--- src/rtl/adder_result_stage.sv ---
// adder_result_stage
//   Registered 2-entry valid/ready buffer placed after the adder. It captures
//   {sum, overflow, zero, sub} so that a downstream stall never reaches back
//   combinationally to the operand source. It also tracks ALU status: a sticky
//   overflow bit and a saturating count of accepted overflow results.
//
// Ports
//   clk, rst              clock, synchronous active-high reset
//   in_valid/in_ready     upstream handshake (in_ready depends on registered state and rst only)
//   in_sum/_overflow/_zero/_sub    adder result payload
//   out_valid/out_ready   downstream handshake, head entry presented on out_*
//   clear_status          zeroes sticky_overflow and ovf_count (an accepted overflow event wins)
//   sticky_overflow       set by any accepted overflow result
//   ovf_count             saturating count of accepted overflow results
module adder_result_stage #(
    parameter int WIDTH         = 32,
    parameter int OVF_CNT_WIDTH = 8
) (
    input  logic                     clk,
    input  logic                     rst,
    input  logic                     in_valid,
    output logic                     in_ready,
    input  logic [WIDTH-1:0]         in_sum,
    input  logic                     in_overflow,
    input  logic                     in_zero,
    input  logic                     in_sub,
    output logic                     out_valid,
    input  logic                     out_ready,
    output logic [WIDTH-1:0]         out_sum,
    output logic                     out_overflow,
    output logic                     out_zero,
    output logic                     out_sub,
    input  logic                     clear_status,
    output logic                     sticky_overflow,
    output logic [OVF_CNT_WIDTH-1:0] ovf_count
);

    typedef struct packed {
        logic [WIDTH-1:0] sum;
        logic             ovf;
        logic             zero;
        logic             sub;
    } entry_t;

    entry_t [1:0]             mem_q,    mem_d;
    logic                     wr_ptr_q, wr_ptr_d;
    logic                     rd_ptr_q, rd_ptr_d;
    logic [1:0]               count_q,  count_d;
    logic                     sticky_q, sticky_d;
    logic [OVF_CNT_WIDTH-1:0] cnt_q,    cnt_d;

    logic   push, pop;
    entry_t in_entry, head;

    // Ready comes purely from occupancy so out_ready never feeds in_ready.
    assign in_ready = !rst && (count_q != 2'd2);
    assign out_valid = (count_q != 2'd0);
    assign push = in_valid && in_ready;
    assign pop  = out_valid && out_ready;

    assign in_entry = '{sum: in_sum, ovf: in_overflow, zero: in_zero, sub: in_sub};
    assign head     = mem_q[rd_ptr_q];

    assign out_sum         = head.sum;
    assign out_overflow    = head.ovf;
    assign out_zero        = head.zero;
    assign out_sub         = head.sub;
    assign sticky_overflow = sticky_q;
    assign ovf_count       = cnt_q;

    always_comb begin
        mem_d    = mem_q;
        wr_ptr_d = wr_ptr_q;
        rd_ptr_d = rd_ptr_q;
        count_d  = count_q + {1'b0, push} - {1'b0, pop};
        if (push) begin
            mem_d[wr_ptr_q] = in_entry;
            wr_ptr_d        = !wr_ptr_q;
        end
        if (pop) begin
            rd_ptr_d = !rd_ptr_q;
        end
    end

    // An accepted overflow takes priority over clear: the cleared count
    // restarts at 1 for that event.
    always_comb begin
        sticky_d = sticky_q;
        cnt_d    = cnt_q;
        if (push && in_overflow) begin
            sticky_d = 1'b1;
            if (clear_status)
                cnt_d = {{(OVF_CNT_WIDTH-1){1'b0}}, 1'b1};
            else if (cnt_q != {OVF_CNT_WIDTH{1'b1}})
                cnt_d = cnt_q + 1'b1;
        end else if (clear_status) begin
            sticky_d = 1'b0;
            cnt_d    = '0;
        end
    end

    always_ff @(posedge clk) begin
        if (rst) begin
            mem_q    <= '0;
            wr_ptr_q <= 1'b0;
            rd_ptr_q <= 1'b0;
            count_q  <= 2'd0;
            sticky_q <= 1'b0;
            cnt_q    <= '0;
        end else begin
            mem_q    <= mem_d;
            wr_ptr_q <= wr_ptr_d;
            rd_ptr_q <= rd_ptr_d;
            count_q  <= count_d;
            sticky_q <= sticky_d;
            cnt_q    <= cnt_d;
        end
    end

endmodule

--- config.mk ---
export PLATFORM = sky130hd
export DESIGN_NAME = adder_result_stage
export DESIGN_NICKNAME = d
export VERILOG_FILES = /design/src/rtl/adder_result_stage.sv
export SDC_FILE = /design/constraint.sdc
export NUM_CORES = 1
export LEC_CHECK = 0
export BUFFER_PORTS_ARGS = -buffer_cell sky130_fd_sc_hd__buf_2
export CAP_MARGIN = 40
export CORE_ASPECT_RATIO = 1.25
export CORE_MARGIN = 2
export CORE_UTILIZATION = 53
export DETAILED_ROUTE_END_ITERATION = 16
export GPL_TIMING_DRIVEN = 0
export PLACE_DENSITY = 0.81
export SKIP_CTS_REPAIR_TIMING = 1
export SLEW_MARGIN = 10
export SYNTH_ARGS = -nofsm -noshare
export SYNTH_HDL_FRONTEND = slang
export SYNTH_SLANG_ARGS = --single-unit
--- constraint.sdc ---
create_clock -name clk -period 2.1 [get_ports clk]
set_input_delay 0.42 -clock clk [delete_from_list [all_inputs] [get_ports clk]]
set_output_delay 0.42 -clock clk [all_outputs]
set_load 0.03 [all_outputs]
==> flow_metrics.env <==
export IMPL_syn_to_final_growth_pct=21.9
export IMPL_io_pins=86
export IMPL_wire_per_inst_um=13.9
export IMPL_worst_setup_path_type="reg2out"
export IMPL_drcViolationCount=0
export IMPL_drt_iter0_drc=197
export IMPL_core_um2=6480
export IMPL_rsz0062_at_grt="no"
export IMPL_cts_sinks=83
export IMPL_drive_gt1_share_pct=29.5
export IMPL_die_x_um=77.0
export IMPL_cts_buffers=9
export IMPL_synth_compound_area_share_pct=13.0
export IMPL_vias=3244
export IMPL_finClkSkew_ns=0.00948
export IMPL_cts_root_buf="clkbuf_8"
export IMPL_avgViaCountPerCell=5.29
export IMPL_crit_arrival_ns=1.62
export IMPL_crit_path_end_kind="output pin"
export IMPL_slew_limit_headroom_pct=64.5
export IMPL_synth_edf_count=0
export IMPL_die_area_um2=7320
export IMPL_dp_hpwl_um=5930
export IMPL_fmax_mhz=490
export IMPL_final_cell_mix="147 x nand2_1, 92 x buf_2, 82 x dfxtp_1"
export IMPL_syn_avg_cell_area_um2=8.26
export IMPL_met2_usage_pct=40.6
export IMPL_grt_first_pass_wirelength_um=13800
export IMPL_slowest_delay_ns=0.45
export IMPL_grt_usage_pct=23.6
export IMPL_antenna_left=0
export IMPL_place_port_buffers=84
export IMPL_ys_types=38
export IMPL_nNetsFinal=564
export IMPL_grt_max_degree=15
export IMPL_overflow=0
export IMPL_post_route_period_util_pct=97.3
export IMPL_yosys_area_share_simple_pct=22.3
export IMPL_dr_pass1_iters=6
export IMPL_grtUsageMet1_pct=29.4
export IMPL_top_usage_layer="met2"
export IMPL_setup_violations_final=0
export IMPL_min_path_type="in2reg"
export IMPL_hold_viol=0
export IMPL_htreeDepth=3
export IMPL_place_congestion=0.859
export IMPL_period_minus_slack_ns=2.04
export IMPL_async_flop_share_pct=0
export IMPL_rows=33
export IMPL_antenna_found_initial=0
export IMPL_cap_violations=0
export IMPL_place_ws_ns=-0.0895
export IMPL_netlist_instances=427
export IMPL_cp_start_kind="register"
export IMPL_diodes=0
export IMPL_worst_slew_pin_slew_ns=0.533
export IMPL_grt_met3_usage_pct=4.36
export IMPL_yosysWarnings=0
export IMPL_syn_area_um2=3530
export IMPL_worstPathRequired_ns=1.68
export IMPL_slew_violations=0
export IMPL_synth_top_family_by_area="simple AND/OR/NAND/NOR gates"
export IMPL_setup_tns_ns=0
export IMPL_rrSetupSlack_ns=0.23
export IMPL_synth_xor_area_share_pct=0.745
export IMPL_final_common_cell="nand2_1"
export IMPL_initial_core_util_pct=54.4
export IMPL_critical_path_slowest_cell="dfxtp_2"
export IMPL_insertion_delay_ns=0.36
export IMPL_pwr_density_cell_nw_per_um2=929
export IMPL_leakage_uw=0.00179
export IMPL_vdd_drop_max_mv=0.738
export IMPL_synth_net_count=470
export IMPL_cts_buffer_depth=2
export IMPL_drt_total_wl_um=8520
export IMPL_cp_max_fo=10
export IMPL_cts_tree="done"
export IMPL_fin_ws_ns=0.0571
export IMPL_status="finished, final reports clean"
export IMPL_synth_mux_area_share_pct=11.5
export IMPL_ys_ff_latch=83
export IMPL_synth_main_ff_cell="dfxtp_1"
export IMPL_path_clk_slew_ns=0.09
export IMPL_ys_seq_area_share_pct=47.1
export IMPL_path_cells="clkbuf_4 -> mux2_2 -> buf_2"
export IMPL_die_height_um=95.2
export IMPL_synth_adder_area_share_pct=1.06
export IMPL_grt_pass1_vias=3045
==> per-layer routing <==
layer / up-vias / wire length, µm
met2: 111 / 4250
met1: 1496 / 3670
li1: 1626 / -
met3: 11 / 452
met5: - / 0
met4: 0 / 144
==> cells in the mapped netlist (all sizes together), types with 2 or more instances <==
master / instances / share of area (%)
nor4: 2 / 0.35
and3: 2 / 0.35
a21oi: 78 / 11
mux2: 35 / 11
o21ai: 2 / 0.28
o31ai: 2 / 0.43
ha: 3 / 1.1
nor2b: 3 / 0.75
nor2: 7 / 0.75
inv: 3 / 0.32
buf: 14 / 2.2
nand4: 2 / 0.35
dfxtp: 83 / 47
or2: 2 / 0.35
or4: 2 / 0.43
and4: 2 / 0.57
xnor2: 2 / 0.50
nand3: 7 / 1.3
nand2: 147 / 16
clkbuf: 16 / 1.7
==> area by class of cell <==
cell class,instances,area (µm²)
multi-input combinational,311,1710
timing repair buffer,84,420
clock inverter,5,83.8
tap,87,109
buffer,29,145
fill,564,2180
sequential,83,1660
clock buffer,11,151
inverter,3,11.3
==> power breakdown <==
| group | leakage [µW] | switching [µW] | total (µW) | internal [µW] |
|---|---|---|---|---|
| combinational | 0.00100 | 570 | 928 | 358 |
| clock | 0.000112 | 581 | 1320 | 739 |
| sequential | 0.000674 | 73.8 | 1750 | 1670 |
==> flip-flops by register name, indices dropped and copies added, names as in the netlist <==
register / flops
count_q: 2
mem_q: 70
ovf_count: 8
rd_ptr_q: 1
sticky_overflow: 1
wr_ptr_q: 1
==> cell families after synthesis <==
group,after synthesis
buffers and inverters,33
adders and majority gates,3
muxes,36
and+or+nand+nor,182
DFF,83
AOI/OAI and AO/OA,87
xor gates and xnor gates,3
==> final timing paths <==
check                               startpoint  cells after the start                           end
setup reg to reg     ovf_count[0]$_SDFFE_PP0P_                      5     ovf_count[3]$_SDFFE_PP0P_
hold reg to reg   sticky_overflow$_SDFFE_PP0P_                      2  sticky_overflow$_SDFFE_PP0P_
setup / recovery         rd_ptr_q$_SDFFE_PP0P_                      3                    out_sum[2]
hold / removal                       in_sum[7]                      3        mem_q[10]$_SDFFE_PP0P_
==> critical path, delay by kind of cell (launching register included) <==
family	cells	cell delay [ns]
buffers and inverters	2	0.46
flip-flops	1	0.45
multiplexers	1	0.36
==> metrics by stage <==
stage	hold slack, ns	utilization (%)	cell area [µm²]	std cells	total power (µW)
finish	0.304	66.3	4300	613	3990
global route	0.298	66.3	4300	613	4180
CTS	0.298	66.2	4290	614	4000
detailed placement	0.432	62.6	4060	598	2700
global placement	0.430	62.6	4060	598	2680
floorplan	0.433	-	3530	427	2440
Power figures use the tool's default switching activity.
